`src/rtl/connect4_game_ctrl.sv`:
```
// Connect-4 pop-out sequencer: owns board/cursor/scores, drops or pops pieces, scans for fours.
// Latency: drop 1..ROWS cycles, pop 1+ROWS-1 cycles, then COLS*ROWS check + 1 resolve; keys outside IDLE/OVER are dropped.
module connect4_game_ctrl #(
    parameter int COLS    = 7,
    parameter int ROWS    = 6,
    parameter int SCORE_W = 4
) (
    input  logic                    clock,
    input  logic                    resetGame_n,
    input  logic                    keyValid,
    input  logic [3:0]              keypadButton,
    input  logic                    resetScore,
    output logic [COLS*ROWS-1:0]    boardPiece,
    output logic [COLS*ROWS-1:0]    boardSide,
    output logic [2:0]              currColumn,
    output logic                    currPlayer,
    output logic                    busy,
    output logic                    gameOver,
    output logic [1:0]              winner,
    output logic [SCORE_W-1:0]      scoreRed,
    output logic [SCORE_W-1:0]      scoreYellow
);

    localparam int NCELL = COLS * ROWS;
    localparam int IDX_W = $clog2(NCELL);
    localparam int ROW_W = $clog2(ROWS + 1);

    localparam logic [3:0] KEY_LEFT  = 4'h4;
    localparam logic [3:0] KEY_RIGHT = 4'h6;
    localparam logic [3:0] KEY_DROP  = 4'h5;
    localparam logic [3:0] KEY_POP   = 4'h8;
    localparam logic [3:0] KEY_NEW   = 4'hF;

    typedef enum logic [2:0] {
        S_IDLE, S_DROP, S_POP, S_SHIFT, S_CHECK, S_RESOLVE, S_OVER
    } state_t;

    state_t                 state_q, state_d;
    logic [1:0]             rst_sync;
    logic                   rst_int_n;
    logic [NCELL-1:0]       piece_q, side_q;
    logic [2:0]             cur_col_q, act_col_q, chk_c_q;
    logic [ROW_W-1:0]       row_q, chk_r_q;
    logic                   player_q, win_r_q, win_y_q, busy_q, over_q;
    logic [1:0]             winner_q;
    logic [SCORE_W-1:0]     score_r_q, score_y_q;

    logic [IDX_W-1:0]       cur_idx, above_idx, top_idx, bot_idx;
    logic                   cur_empty, row_last, shift_last, chk_last;
    logic                   pop_ok, board_full, line_r, line_y;
    logic                   red_wins, yel_wins;

    function automatic logic [IDX_W-1:0] cell_idx(input int c, input int r);
        return IDX_W'(c * ROWS + r);
    endfunction

    // Assert asynchronously, release on the clock so every flop leaves reset together.
    always_ff @(posedge clock or negedge resetGame_n) begin
        if (!resetGame_n) rst_sync <= 2'b00;
        else              rst_sync <= {rst_sync[0], 1'b1};
    end
    assign rst_int_n = rst_sync[1];

    assign cur_idx    = cell_idx(int'(act_col_q), int'(row_q));
    assign above_idx  = cell_idx(int'(act_col_q), (row_q == ROW_W'(ROWS-1)) ? int'(row_q) : int'(row_q) + 1);
    assign top_idx    = cell_idx(int'(act_col_q), ROWS - 1);
    assign bot_idx    = cell_idx(int'(act_col_q), 0);
    assign cur_empty  = !piece_q[cur_idx];
    assign row_last   = (row_q == ROW_W'(ROWS-1));
    assign shift_last = (row_q == ROW_W'(ROWS-2));
    assign chk_last   = (chk_c_q == 3'(COLS-1)) && (chk_r_q == ROW_W'(ROWS-1));
    assign pop_ok     = piece_q[bot_idx] && (side_q[bot_idx] == player_q);
    assign board_full = &piece_q;

    // Four-in-a-row starting at the scan cell: right, up, up-right, down-right.
    always_comb begin
        int               dc, dr, cc, rr;
        logic             all_r, all_y;
        logic [IDX_W-1:0] ci;
        line_r = 1'b0;
        line_y = 1'b0;
        dc = 0; dr = 0; cc = 0; rr = 0;
        all_r = 1'b0; all_y = 1'b0;
        ci = '0;
        for (int d = 0; d < 4; d++) begin
            dc = (d == 1) ? 0 : 1;
            dr = (d == 0) ? 0 : ((d == 3) ? -1 : 1);
            all_r = 1'b1;
            all_y = 1'b1;
            for (int i = 0; i < 4; i++) begin
                cc = int'(chk_c_q) + dc * i;
                rr = int'(chk_r_q) + dr * i;
                if (cc >= 0 && cc < COLS && rr >= 0 && rr < ROWS) begin
                    ci    = cell_idx(cc, rr);
                    all_r = all_r & piece_q[ci] & ~side_q[ci];
                    all_y = all_y & piece_q[ci] & side_q[ci];
                end else begin
                    all_r = 1'b0;
                    all_y = 1'b0;
                end
            end
            line_r = line_r | all_r;
            line_y = line_y | all_y;
        end
    end

    // A pop can complete fours for both sides; the mover takes the game then.
    assign red_wins = (win_r_q && win_y_q) ? !player_q : (win_r_q && !win_y_q);
    assign yel_wins = (win_r_q && win_y_q) ?  player_q : (win_y_q && !win_r_q);

    always_comb begin
        state_d = state_q;
        case (state_q)
            S_IDLE: begin
                if (keyValid && keypadButton == KEY_DROP)     state_d = S_DROP;
                else if (keyValid && keypadButton == KEY_POP) state_d = S_POP;
            end
            S_DROP: begin
                if (cur_empty)     state_d = S_CHECK;
                else if (row_last) state_d = S_IDLE;
            end
            S_POP:     state_d = pop_ok ? S_SHIFT : S_IDLE;
            S_SHIFT:   if (shift_last) state_d = S_CHECK;
            S_CHECK:   if (chk_last) state_d = S_RESOLVE;
            S_RESOLVE: state_d = (win_r_q || win_y_q || board_full) ? S_OVER : S_IDLE;
            S_OVER:    if (keyValid && keypadButton == KEY_NEW) state_d = S_IDLE;
            default:   state_d = S_IDLE;
        endcase
    end

    always_ff @(posedge clock or negedge rst_int_n) begin
        if (!rst_int_n) begin
            state_q <= S_IDLE;
            busy_q  <= 1'b0;
            over_q  <= 1'b0;
        end else begin
            state_q <= state_d;
            busy_q  <= !(state_d inside {S_IDLE, S_OVER});
            over_q  <= (state_d == S_OVER);
        end
    end

    always_ff @(posedge clock or negedge rst_int_n) begin
        if (!rst_int_n) begin
            piece_q   <= '0;
            side_q    <= '0;
            cur_col_q <= '0;
            act_col_q <= '0;
            row_q     <= '0;
            chk_c_q   <= '0;
            chk_r_q   <= '0;
            player_q  <= 1'b0;
            win_r_q   <= 1'b0;
            win_y_q   <= 1'b0;
            winner_q  <= 2'b00;
        end else begin
            case (state_q)
                S_IDLE: begin
                    if (keyValid) begin
                        case (keypadButton)
                            KEY_LEFT:  if (cur_col_q != 3'd0) cur_col_q <= cur_col_q - 3'd1;
                            KEY_RIGHT: if (cur_col_q != 3'(COLS-1)) cur_col_q <= cur_col_q + 3'd1;
                            KEY_DROP, KEY_POP: begin
                                act_col_q <= cur_col_q;
                                row_q     <= '0;
                            end
                            default: ;
                        endcase
                    end
                end
                S_DROP: begin
                    if (cur_empty) begin
                        piece_q[cur_idx] <= 1'b1;
                        side_q[cur_idx]  <= player_q;
                    end else if (!row_last) begin
                        row_q <= row_q + ROW_W'(1);
                    end
                end
                S_SHIFT: begin
                    piece_q[cur_idx] <= piece_q[above_idx];
                    side_q[cur_idx]  <= side_q[above_idx];
                    if (shift_last) begin
                        piece_q[top_idx] <= 1'b0;
                        side_q[top_idx]  <= 1'b0;
                    end
                    row_q <= row_q + ROW_W'(1);
                end
                S_CHECK: begin
                    win_r_q <= win_r_q | line_r;
                    win_y_q <= win_y_q | line_y;
                    if (chk_r_q == ROW_W'(ROWS-1)) begin
                        chk_r_q <= '0;
                        chk_c_q <= chk_c_q + 3'd1;
                    end else begin
                        chk_r_q <= chk_r_q + ROW_W'(1);
                    end
                end
                S_RESOLVE: begin
                    if (red_wins)        winner_q <= 2'b01;
                    else if (yel_wins)   winner_q <= 2'b10;
                    else if (board_full) winner_q <= 2'b11;
                    else                 player_q <= ~player_q;
                end
                S_OVER: begin
                    if (keyValid && keypadButton == KEY_NEW) begin
                        piece_q   <= '0;
                        side_q    <= '0;
                        winner_q  <= 2'b00;
                        player_q  <= 1'b0;
                        cur_col_q <= '0;
                    end
                end
                default: ;
            endcase
            if (state_d == S_CHECK && state_q != S_CHECK) begin
                chk_c_q <= '0;
                chk_r_q <= '0;
                win_r_q <= 1'b0;
                win_y_q <= 1'b0;
            end
        end
    end

    // The clear takes priority over a same-cycle win increment.
    always_ff @(posedge clock or negedge rst_int_n) begin
        if (!rst_int_n) begin
            score_r_q <= '0;
            score_y_q <= '0;
        end else if (resetScore) begin
            score_r_q <= '0;
            score_y_q <= '0;
        end else if (state_q == S_RESOLVE) begin
            if (red_wins && score_r_q != '1) score_r_q <= score_r_q + SCORE_W'(1);
            if (yel_wins && score_y_q != '1) score_y_q <= score_y_q + SCORE_W'(1);
        end
    end

    assign boardPiece  = piece_q;
    assign boardSide   = side_q;
    assign currColumn  = cur_col_q;
    assign currPlayer  = player_q;
    assign busy        = busy_q;
    assign gameOver    = over_q;
    assign winner      = winner_q;
    assign scoreRed    = score_r_q;
    assign scoreYellow = score_y_q;

endmodule

```
`config.mk`:
```
export PLATFORM = sky130hd
export DESIGN_NAME = connect4_game_ctrl
export DESIGN_NICKNAME = d
export VERILOG_FILES = /design/src/rtl/connect4_game_ctrl.sv
export SDC_FILE = /design/constraint.sdc
export NUM_CORES = 1
export LEC_CHECK = 0
export CELL_PAD_IN_SITES_DETAIL_PLACEMENT = 0
export CELL_PAD_IN_SITES_GLOBAL_PLACEMENT = 2
export CORE_UTILIZATION = 35
export CTS_CLUSTER_DIAMETER = 30
export DETAILED_ROUTE_END_ITERATION = 16
export PLACE_DENSITY = 0.85
export SYNTH_ARGS = -nofsm -noshare
export SYNTH_HDL_FRONTEND = slang
export SYNTH_SLANG_ARGS = --single-unit
export TNS_END_PERCENT = 1
```
`constraint.sdc`:
```
create_clock -name clock -period 4.41 [get_ports clock]
set_input_delay 0.882 -clock clock [delete_from_list [all_inputs] [get_ports clock]]
set_output_delay 0.882 -clock clock [all_outputs]
set_load 0.01 [all_outputs]
```
## Yosys cells after proc, flatten, opt, wreduce, memory -nomap -nowiden

Cells that the tools add are included.

| storage, ports and cells | value |
|---|---|
| logic and storage cells | 432 |
| bits of input ports | 8 |
| output and inout bits | 100 |
| register bits | 119 |

| cells by class | value |
|---|---|
| equal/unequal tests | 35 |
| add/subtract/negate cells | 33 |
| $mul | 5 |
| $lt $le $gt $ge | 41 |
| bitwise operators | 76 |
| reductions and logical operators | 73 |
| mux-type cells | 152 |

Operator list:

| operator | count |
|---|---|
| $pmux W42 S3 | 2 |
| $mux W42 | 5 |
| $bmux W1 S6 | 29 |
| $bwmux W42 | 3 |
| $lt A6 B7 Y1 const B | 17 |
| $and A42 B42 Y42 | 2 |
| $mux W1 | 69 |
| $mux W3 | 22 |
| $and A1 B1 Y1 | 50 |
| $logic_and A1 B1 Y1 | 43 |
| $add A6 B5 Y6 | 7 |
| $not A42 Y42 | 1 |
| $or A42 B42 Y42 | 1 |
| $reduce_and A42 Y1 | 1 |
| $mux W4 | 7 |
| $eq A3 B3 Y1 const B | 9 |
| $add A6 B4 Y6 | 4 |
| $ge A4 B1 Y1 const B | 6 |
| $lt A4 B3 Y1 const B | 6 |
| $pmux W3 S7 | 1 |
| $add A6 B6 Y6 | 3 |
| $add A3 B2 Y4 const B | 4 |
| $ne A2 B2 Y1 const B | 8 |
| $reduce_bool A2 Y1 | 8 |
| other kinds (43) | 107 |

## Logic depth before layout (Yosys ltp)

Gate-level depths: netlist (run 1).

| depth | value |
|---|---|
| depth in word-level cells | 22 |
| mapped depth | 20 |
| depth with buffers taken out | 16 |

## Worst setup path after synthesis (run 1)

OpenSTA, ideal clock, no wires.

| path | value |
|---|---|
| path kind | register to register |
| start point | register chk_c_q[0] |
| end point | register win_r_q |
| setup time | 0.135 ns |
| stages on the path, launching flop included | 16 |
| arrival time | 4.578 ns |
| clock period less this slack | 4.713 ns |
| buffers on the path | 2 |
| slack | -0.303 ns |
| required time | 4.275 ns |
| cell sequence | dfrtp_1 -> buf_2 -> inv_1 -> ha_1 -> buf_2 -> xnor2_1 -> inv_1 -> fa_1 -> xnor2_1 -> mux4_2 -> mux2i_1 -> nor2_1 -> o221ai_1 -> and4bb_1 -> a2111oi_2 -> o22ai_1 |

| on the way | value |
|---|---|
| longest elaborated chain between the ends | 22 |
| elaborated cells on any way between the ends | 174 |
| classes of those cells | 16 x add/sub; 4 x mul; 8 x order compare; 2 x eq/ne; 69 x mux; 42 x bitwise; 33 x reduce/logical |

RTL lines:

| what | RTL line | text |
|---|---|---|
| start, declared | 42 | `logic [2:0] cur_col_q, act_col_q, chk_c_q;` |
| start signal, assigned | 193 | `chk_c_q <= chk_c_q + 3'd1;` |
| branches (longest 22 deep; another with $add A6 B4 Y6) | n/a |  |
| end signal, assigned | 189 | `win_r_q <= win_r_q \| line_r;` |
| end, declared | 44 | `logic player_q, win_r_q, win_y_q, busy_q, over_q;` |

Several ways; the timed one is not identified. The select of a mux whose other input is x is not followed.
A chain may end at the register's enable or synchronous reset.

## Worst setup path after layout (run 1)

Same ends and word-level chain as after synthesis.

==> results of run 1 <==
-- cells by family (layout without fill, tap and decap cells) --
| logic type | after synthesis | after routing | synth area share [%] |
|---|---|---|---|
| fa+ha+maj | 93 | 93 | 7.850 |
| buf+inv | 193 | 288 | 5.386 |
| mux | 287 | 287 | 33.63 |
| other cells | 1 | 2 | 0.02286 |
| xor+xnor | 85 | 85 | 5.492 |
| simple gates | 408 | 408 | 12.65 |
| flops | 119 | 119 | 18.16 |
| compound gates | 432 | 432 | 16.81 |
-- routing by layer --
layer  track usage [%]  up-vias  part of all wire, %
met2             44.38     1024                   47
met1             36.37     7770                   39
met3             5.567      195                  9.6
met5                 0        -                    0
met4             13.10        0                  4.7
li1                  -     6516                    -
-- Yosys cell counts, types with 39 or more instances --
cell type  number  share of area, %
clkbuf_1       71               1.6
a21oi_1       190               5.8
buf_2          39               1.2
inv_1          46               1.1
ha_1           73               5.6
nand3_1        51               1.6
dfrtp_1       119                18
o21ai_0        40               1.2
nand2_1        75               1.7
mux2i_1        61               3.7
xnor2_1        46               2.5
nor2_1        109               2.5
a211oi_1       49               2.2
mux4_2        196                27
-- layout by cell type (no fill, tap or decap), types with 7 or more instances in the layout --
cell type,netlist,routed
a31oi_1,14,14
a21o_1,23,23
buf_4,9,99
dfrtp_1,119,116
a21oi_1,190,189
mux4_1,10,10
a22o_1,11,11
a221oi_1,7,7
o211ai_1,9,9
nand2_1,75,75
o21ai_0,40,40
fa_1,17,16
mux2_2,19,19
ha_1,73,69
nor2_1,109,108
nand3_1,51,51
nand4_1,15,15
and2_1,7,7
xnor2_1,46,41
a211oi_1,49,49
nand3b_1,11,11
nor3_1,27,27
inv_1,46,46
nor4_1,34,34
xnor2_2,8,11
xor2_1,23,22
nor3b_1,7,7
clkdlybuf4s50_1,0,107
mux2i_1,61,61
a22oi_1,7,7
and3_1,12,12
nor2b_1,19,19
mux4_2,196,196
clkbuf_16,0,17
o31ai_1,20,20
nand2b_1,10,10
-- per-stage QoR --
stage,hold slack (ps),std cells,cell area [µm²]
after floorplan,331.2,1618,16420
after global placement,339.3,2278,18370
after detailed placement,342.6,2278,18370
after CTS,354.9,2310,18990
after global routing,365.8,2314,19060
final,349.5,2314,19060
-- worst register-to-register path, stage by stage (launching register included) --
cell and delay [ps]:
dfrtp_1 380, buf_4 210, ha_1 240, fa_1 810, ha_1 380, xnor2_1 430, and2_1 200, o21bai_1 70
a211o_1 310, a31oi_1 180, nand3_1 100, nor4_1 570, a2111oi_2 130, o22ai_1 150
-- final cells by class --
type,instances,share of cell area [%]
Antenna cell,1,0.01313
Inverter,46,0.9058
Sequential cell,119,15.67
Tap cell,600,3.938
Clock inverter,15,0.9976
Multi-Input combinational cell,1306,66.31
Clock buffer,17,2.232
Timing Repair Buffer,210,9.937
-- worst min path at each step --
stage / startpoint / endpoint / depth (start not counted)
global placement: rst_sync[0]$_DFF_PN0_ / rst_sync[1]$_DFF_PN0_ / 0
detailed placement: rst_sync[0]$_DFF_PN0_ / rst_sync[1]$_DFF_PN0_ / 0
global route: rst_sync[0]$_DFF_PN0_ / rst_sync[1]$_DFF_PN0_ / 0
CTS: rst_sync[0]$_DFF_PN0_ / rst_sync[1]$_DFF_PN0_ / 0
floorplan: rst_sync[0]$_DFF_PN0_ / rst_sync[1]$_DFF_PN0_ / 0
finish: rst_sync[0]$_DFF_PN0_ / rst_sync[1]$_DFF_PN0_ / 0
-- repair_timing --
action	4_1_cts	5_1_grt
hold endpoints to repair	0	0
resized for setup	0	9
buffers inserted	0	3
setup endpoints to repair	0	4
==> impl_metrics.yaml, run 1 <==
timing:
  setup_slack_ps: 153.0
  setup-violations-final: 0
  final_period_minus_worst_setup_slack_ps: 4257
  achievable-frequency_mhz: 234.9
  final_report_hold_violation_count: 0
  share_of_the_clock_period_used_by_the_worst_path_after_layout_pct: 96.53
  tightestPinTransition_ps: 1034
  finalSetupTns_ps: 0
  rsz_0062_raised_after_global_routing: "false"
  maxSlewHeadroom_pct: 29.09
  clock_tree_skew_after_final_layout_ps: 16.78
  final_max_slew_viol_count: 0
global_routing:
  all_layer_gr_usage_pct: 27.92
  number_of_antenna_violations_at_the_first_check_in_global_routing: 3
  wire_length_of_the_first_global_routing_pass_um: 99100
  grt_overflow: 0
  largest_net_degree_at_the_start_of_global_routing: 126
  vias_in_the_first_global_route: 14990
route:
  drt_wl_total_um: 65970
  post-route-drc-count: 0
  drt.antenna.violating_nets: 0
  vias_per_cell: 6.701
  via_total_after_detailed_routing: 15510
  drt_pre_antenna_iters: 6
  routed_wire_length_per_instance_um: 28.51
  drt_first_iter_violations: 1895
synthesis:
  total_of_warnings_raised_by_yosys: 0
  seq_area_frac_synth_pct: 18.16
  synth_edf_count: 0
  ys_dominant_reg_cell: "dfrtp_1"
  synthesis.instances: 1618
  synthArstFlopShare_pct: 100.0
  synth_area_um2: 16400
  syn_nets: 1716
  yosys.cell_types.count: 92
  synth.ff_latch_count: 119
  post_synth.cell_area_avg_um2: 10.14
hold_path:
  hold_class: "flop to flop"
clock_tree:
  cts_inserted_buffers: 17
  cts_num_sinks: 119
  worst_skew_pair.late_latency_ps: 450
  clock-root-buffer: "clkbuf_16"
  htreeDepth: 4
  worst_setup_hold_path_clk_slew_ps: 70
  cts_hold_buf: 0
  cts_tree: "built"
  max-clock-path-buffers: 2
placement:
  detailed_place_hpwl_um: 49170
  globalplace.congestion: 0.9644
  port_buffers: 107
  pre_cts_slack_ps: 121.0
floorplanning:
  initial_core_utilization_pct: 35.83
  rows: 78
  die_height_um: 218.5
  count_of_boundary_i_o_pins: 108
  fp.dieArea_um2: 47730
  design.core.area_um2: 45770
  die_width_um: 218.5
final_layout:
  number_of_filler_cells_placed_in_the_layout: 4393
  drive_above_1_share_pct: 23.23
  multi_input_comb_area_um2: 12640
  layout.nets: 1798
  layout.area.seq_um2: 2987
  area.growth.synth_to_final_pct: 16.23
  postLayoutCoreUtil_pct: 41.65
worst_setup_path:
  cp.required_ps: 4780
  rrSetupSlack_ps: 150
  critical_path.startpoint: "chk_c_q[0]$_DFFE_PN0P_"
  path_cells: "buf_4 > ha_1 > fa_1 > ha_1 > xnor2_1 > and2_1 > o21bai_1 > a211o_1 > a31oi_1 > nand3_1 > nor4_1 > a2111oi_2 > o22ai_1"
  critPathMaxFanout: 12
  critical_path_end: "win_r_q$_DFFE_PN0P_"
  critPathBufInv: 1
  reg2reg_depth: 13
  worstReg2RegStart: "chk_c_q[0]$_DFFE_PN0P_"
  r2r_end: "win_r_q$_DFFE_PN0P_"
  crit_path_max_incr_delay_ps: 810
  cp_slowest_cell: "fa_1"
  endpoint_kind: "flop"
  critical_path_arrival_ps: 4630
  timing.critical_path.mode_cell: "ha_1"
  critPathTopFamily: "adder cells"
  crit_cells: 13
  timing.critical_path.from_type: "flop"
  critical_path_class: "flop to flop"
run_status:
  status: "complete, no violations"
job:
  max_capacitance_violation_total: 0
Power of run 1 is left out: the tool's default activity adds up to more than one toggle a clock period on the data nets, which glitch-free logic cannot reach.
==> run 2, diff against run 1 <==
--- a/config.mk
+++ b/config.mk
@@ -7,6 +7,7 @@
 export LEC_CHECK = 0
 export CELL_PAD_IN_SITES_DETAIL_PLACEMENT = 0
 export CELL_PAD_IN_SITES_GLOBAL_PLACEMENT = 2
+export CORE_ASPECT_RATIO = 1.1
 export CORE_UTILIZATION = 35
 export CTS_CLUSTER_DIAMETER = 30
 export DETAILED_ROUTE_END_ITERATION = 16
@@ -14,4 +15,3 @@
 export SYNTH_ARGS = -nofsm -noshare
 export SYNTH_HDL_FRONTEND = slang
 export SYNTH_SLANG_ARGS = --single-unit
-export TNS_END_PERCENT = 1
==> run 2 against run 1 <==
Against the previous run: non-clock buffer count down 12; global-route usage up 0.10 points; critical path type unchanged; via count down 0.33%.
==> impl_metrics.yaml, run 2 (synthesis gave the netlist of run 1 again) <==
run_status:
  status: "complete, no violations"
final_layout:
  postLayoutCoreUtil_pct: 41.43
  area.growth.synth_to_final_pct: 15.85
  commonest_non_fill_non_tap_cell_in_the_layout: "mux4_2"
  layout.nets: 1786
  drive_above_1_share_pct: 22.63
  highest_count_cells_in_the_layout_ignoring_fill_and_taps: "196 x mux4_2, 189 x a21oi_1, 117 x dfrtp_1"
  diodes: 0
  layout_cell_area_excl_fill_um2: 19000
worst_setup_path:
  endpoint_kind: "flop"
  timing.critical_path.from_type: "flop"
  r2r_end: "win_r_q$_DFFE_PN0P_"
  cp.required_ps: 4740
  rrSetupSlack_ps: 160
  critPathMaxFanout: 6
  critical_path_arrival_ps: 4580
  reg2reg_depth: 16
  critical_path_class: "flop to flop"
  cp_slowest_cell: "dfrtp_1"
  worstReg2RegStart: "chk_c_q[2]$_DFFE_PN0P_"
  crit_path_max_incr_delay_ps: 490
  path_cells: "buf_4 > ha_1 > a21oi_1 > inv_1 > ha_1 > xnor2_1 > inv_1 > ha_1 > a21oi_1 > xnor2_1 > xnor2_1 > mux2i_1 > nor2_1 > and4bb_1 > a2111oi_2 > o22ai_1"
floorplanning:
  die_height_um: 229.0
  die_width_um: 208.4
  initial_core_utilization_pct: 35.76
  design.core.area_um2: 45860
  fp.dieArea_um2: 47730
  rows: 82
  count_of_boundary_i_o_pins: 108
clock_tree:
  cts_num_sinks: 119
  max-clock-path-buffers: 2
  clock-root-buffer: "clkbuf_16"
  worst_skew_pair.late_latency_ps: 460
  cts_inserted_buffers: 17
  post-cts-setup-buffer-count: 0
  worst_setup_hold_path_clk_slew_ps: 70
  htreeDepth: 4
  cts_tree: "built"
job:
  max_capacitance_violation_total: 0
route:
  drt_first_iter_violations: 1761
  drt_wl_total_um: 67810
  drt.antenna.violating_nets: 0
  via_total_after_detailed_routing: 15450
  drt_pre_antenna_iters: 6
  routed_wire_length_per_instance_um: 29.62
  post-route-drc-count: 0
  vias_per_cell: 6.751
timing:
  rsz_0062_raised_after_global_routing: "true"
  final_period_minus_worst_setup_slack_ps: 4251
  setup-violations-final: 0
  tightestPinTransition_ps: 972.8
  final_report_hold_violation_count: 0
  share_of_the_clock_period_used_by_the_worst_path_after_layout_pct: 96.40
  clock_tree_skew_after_final_layout_ps: 23.12
  achievable-frequency_mhz: 235.2
  final_max_slew_viol_count: 0
  maxSlewHeadroom_pct: 34.55
placement:
  globalplace.congestion: 0.9751
  postPlaceCellArea_um2: 18350
  detailed_place_hpwl_um: 49050
  port_buffers: 107
hold_path:
  min_from: "rst_sync[0]$_DFF_PN0_"
  hold_class: "flop to flop"
  worst_hold_path_ep: "rst_sync[1]$_DFF_PN0_"
  hold_depth: 0
global_routing:
  grt_overflow: 0
  vias_in_the_first_global_route: 14890
  largest_net_degree_at_the_start_of_global_routing: 126
  wire_length_of_the_first_global_routing_pass_um: 99090
  all_layer_gr_usage_pct: 28.02
  number_of_antenna_violations_at_the_first_check_in_global_routing: 0
## run 2: worst max path at each step
| stage | from | endpoint | slack (ps) | cells past startpoint |
|---|---|---|---|---|
| floorplan | act_col_q[0]$_DFFE_PN0P_ | flop | 20 | 16 |
| global placement | chk_r_q[1]$_DFFE_PN0P_ | win_y_q$_DFFE_PN0P_ | 170 | 13 |
| detailed placement | chk_r_q[1]$_DFFE_PN0P_ | win_y_q$_DFFE_PN0P_ | 150 | 13 |
| CTS | chk_r_q[1]$_DFFE_PN0P_ | win_y_q$_DFFE_PN0P_ | 150 | 13 |
| global route | chk_r_q[1]$_DFFE_PN0P_ | win_r_q$_DFFE_PN0P_ | -8 | 12 |
| finish | chk_c_q[2]$_DFFE_PN0P_ | win_r_q$_DFFE_PN0P_ | 160 | 16 |
## run 2: layout make-up
type | instances | area, µm²
sequential | 119 | 2985
inverter | 46 | 172.7
timing repair buffer | 198 | 1892
multi-input combinational | 1306 | 12640
clock inverter | 14 | 141.4
tap | 588 | 735.7
fill | 4403 | 26860
clock buffer | 18 | 439.2
## run 2: worst max-delay path, delay by kind of cell (launching register included)
family / cells / cell delay, ps
compound gates: 4 / 800
simple gates: 2 / 280
mux: 1 / 310
xor+xnor: 3 / 870
flops: 1 / 490
fa+ha+maj: 3 / 920
buf+inv: 3 / 470
## run 2: what timing repair did
item,in CTS,in global routing
hold buffers,0,0
endpoints found under the hold margin,0,0
endpoints found under the setup margin,0,4
gates resized for setup,0,7
## run 2: stage by stage
step | instances | setup TNS (ps) | hold WS [ps] | setup slack, ps
6_report | 2289 | 0 | 358.0 | 158.7
5_1_grt | 2289 | -8.378 | 369.9 | -8.378
4_1_cts | 2288 | 0 | 360.6 | 153.0
3_5_place_dp | 2256 | 0 | 346.5 | 153.1
3_3_place_gp | 2256 | 0 | 339.4 | 172.1
2_1_floorplan | 1618 | 0 | 331.2 | 18.96
## run 2: per-layer routing
layer	global-route usage (%)	wire, µm	vias to the layer above
met4	14.81	3762	0
li1	-	-	6507
met1	34.53	25050	7693
met3	6.047	6339	233
met5	0	0	-
met2	45.92	32650	1021
Power of run 2 is left out for the same reason.
==> run 3, diff against run 2 <==
--- a/config.mk
+++ b/config.mk
@@ -11,7 +11,8 @@
 export CORE_UTILIZATION = 35
 export CTS_CLUSTER_DIAMETER = 30
 export DETAILED_ROUTE_END_ITERATION = 16
-export PLACE_DENSITY = 0.85
+export GPL_TIMING_DRIVEN = 0
+export PLACE_DENSITY = 0.88
 export SYNTH_ARGS = -nofsm -noshare
 export SYNTH_HDL_FRONTEND = slang
 export SYNTH_SLANG_ARGS = --single-unit
==> constraint.sdc (replaced) <==
create_clock -name clock -period 3.69 [get_ports clock]
set_input_delay 0.738 -clock clock [delete_from_list [all_inputs] [get_ports clock]]
set_output_delay 0.738 -clock clock [all_outputs]
set_load 0.01 [all_outputs]
==> run 3 against run 2 <==
Against the previous run: the run now ends with capacitance limit, setup timing left; first-iteration DRC count increased by 7.8%; count of clock-buffer cells in the layout unchanged; non-clock buffer count increased by 169; critical path type unchanged.
==> impl_metrics.yaml, run 3 (synthesis gave the netlist of run 1 again) <==
route:
  post-route-drc-count: 0
  vias_per_cell: 6.930
  drt.antenna.violating_nets: 0
  drt_pre_antenna_iters: 5
  drt_first_iter_violations: 1899
  drt_wl_total_um: 80630
  routed_wire_length_per_instance_um: 32.76
  via_total_after_detailed_routing: 17050
hold_path:
  min_from: "rst_sync[0]$_DFF_PN0_"
  hold_class: "flop to flop"
final_layout:
  postLayoutCoreUtil_pct: 48.82
  layout.nets: 1956
  highest_count_cells_in_the_layout_ignoring_fill_and_taps: "196 x mux4_2, 110 x dfrtp_1, 109 x a21oi_1"
  layoutNonFillerInstCount: 2461
  drive_above_1_share_pct: 40.25
  area.growth.synth_to_final_pct: 36.50
  commonest_non_fill_non_tap_cell_in_the_layout: "mux4_2"
worst_setup_path:
  critical_path.startpoint: "chk_c_q[0]$_DFFE_PN0P_"
  endpoint_kind: "flop"
  critical_path_arrival_ps: 4630
  timing.critical_path.from_type: "flop"
  timing.critical_path.mode_cell: "buf_8"
  critPathBufInv: 4
  critPathTopFamily: "adder cells"
  cp_slowest_cell: "fa_2"
  worstReg2RegStart: "chk_c_q[0]$_DFFE_PN0P_"
  critical_path_class: "flop to flop"
  crit_path_max_incr_delay_ps: 730
  path_cells: "buf_8 > clkinvlp_4 > ha_4 > buf_8 > xnor2_1 > fa_2 > buf_6 > mux4_1 > mux2_2 > nand2_1 > o31ai_1 > and3_1 > a2111oi_4 > o22ai_1"
  critPathMaxFanout: 10
  cp.required_ps: 4000
clock_tree:
  max-clock-path-buffers: 2
  clock-root-buffer: "clkbuf_16"
  cts_inserted_buffers: 17
  htreeDepth: 4
  worst_setup_hold_path_clk_slew_ps: 80
  cts_tree: "built"
  worst_skew_pair.late_latency_ps: 450
  cts_num_sinks: 119
global_routing:
  wire_length_of_the_first_global_routing_pass_um: 115800
  grt_overflow: 0
  all_layer_gr_usage_pct: 33.33
  vias_in_the_first_global_route: 16740
  number_of_antenna_violations_at_the_first_check_in_global_routing: 3
  largest_net_degree_at_the_start_of_global_routing: 65
job:
  max_capacitance_violation_total: 1
run_status:
  violations: "capacitance limit, setup timing"
  status: "finished, violations left"
timing:
  achievable-frequency_mhz: 231.6
  finalSetupTns_ps: -31000
  final_max_slew_viol_count: 0
  maxSlewHeadroom_pct: 0.8767
  final_report_hold_violation_count: 0
  setup_slack_ps: -628.6
  setup-violations-final: 98
  clock_tree_skew_after_final_layout_ps: 16.88
  tightestPinTransition_ps: 1477
  final_period_minus_worst_setup_slack_ps: 4319
  share_of_the_clock_period_used_by_the_worst_path_after_layout_pct: 117.0
  rsz_0062_raised_after_global_routing: "true"
placement:
  dp.cells: 2313
  globalplace.congestion: 0.9891
  detailed_place_hpwl_um: 56220
  port_buffers: 106
floorplanning:
  die_height_um: 229.0
  initial_core_utilization_pct: 35.76
  count_of_boundary_i_o_pins: 108
  design.core.area_um2: 45860
  die_width_um: 208.4
  fp.dieArea_um2: 47730
  rows: 82
## run 3: cell count changes in the layout (fill, tap and decap cells not counted), moves of 16 or more
cell	delta
buf_2	+17
a211oi_2	+33
nor4_2	+16
buf_8	+16
a21oi_2	+66
clkbuf_1	+52
a211oi_1	-33
a21oi_1	-80
nor4_1	-16
buf_6	+36
buf_12	+19
## run 3: area by class of cell
type / instances / area [µm²]
Buffer: 136 / 1064
Clock buffer: 18 / 439.2
Sequential cell: 119 / 2994
Multi-Input combinational cell: 1307 / 14340
Tap cell: 588 / 735.7
Inverter: 46 / 221.5
Fill cell: 4153 / 23470
Clock inverter: 14 / 150.1
Antenna cell: 2 / 5.005
Timing Repair Buffer: 231 / 2437
## run 3: worst paths after layout
path	cells after the start	to	slack [ps]
max in group asynchronous	1	boardPiece[40]$_DFFE_PN0P_	2400
worst max register to register	14	win_y_q$_DFFE_PN0P_	-630
worst max-delay path	14	win_y_q$_DFFE_PN0P_	-630
worst min register to register	0	rst_sync[1]$_DFF_PN0_	350
worst min-delay path	0	rst_sync[1]$_DFF_PN0_	350
min in group asynchronous	0	currColumn[0]$_DFFE_PN0P_	430
## run 3: timing repair
action                     in CTS  in global routing
gates cloned                   14                  1
pin swaps                      46                 61
hold buffers                    0                  0
resized for setup             253                177
setup buffers                  73                 56
setup endpoints to repair      98                 98
## run 3: layer usage
layer	GRT usage, %	vias up	wire length, µm
met5	0	-	0
met4	21.88	0	6387
met3	10.06	413	8737
met2	52.96	1360	37180
met1	39.02	8419	28330
li1	-	6862	-
## run 3: through the flow
stage | area [µm²] | worst slack (ps) | hold WS, ps
after CTS | 21420 | -744.6 | 348.5
after floorplan | 16990 | -202.5 | 331.2
after global routing | 22390 | -710.3 | 358.0
after detailed placement | 18810 | -2039 | 334.7
after global placement | 18780 | -2037 | 334.3
final | 22390 | -628.6 | 348.3
## run 3: worst reg2reg max path: cells and delay by family, from the launching register on
| kind | cells | cell delay, ps |
|---|---|---|
| compound gates | 3 | 860 |
| mux | 2 | 820 |
| simple gates | 2 | 290 |
| buf+inv | 4 | 600 |
| xor+xnor | 1 | 150 |
| flops | 1 | 370 |
| fa+ha+maj | 2 | 1100 |
Power of run 3 is left out for the same reason.
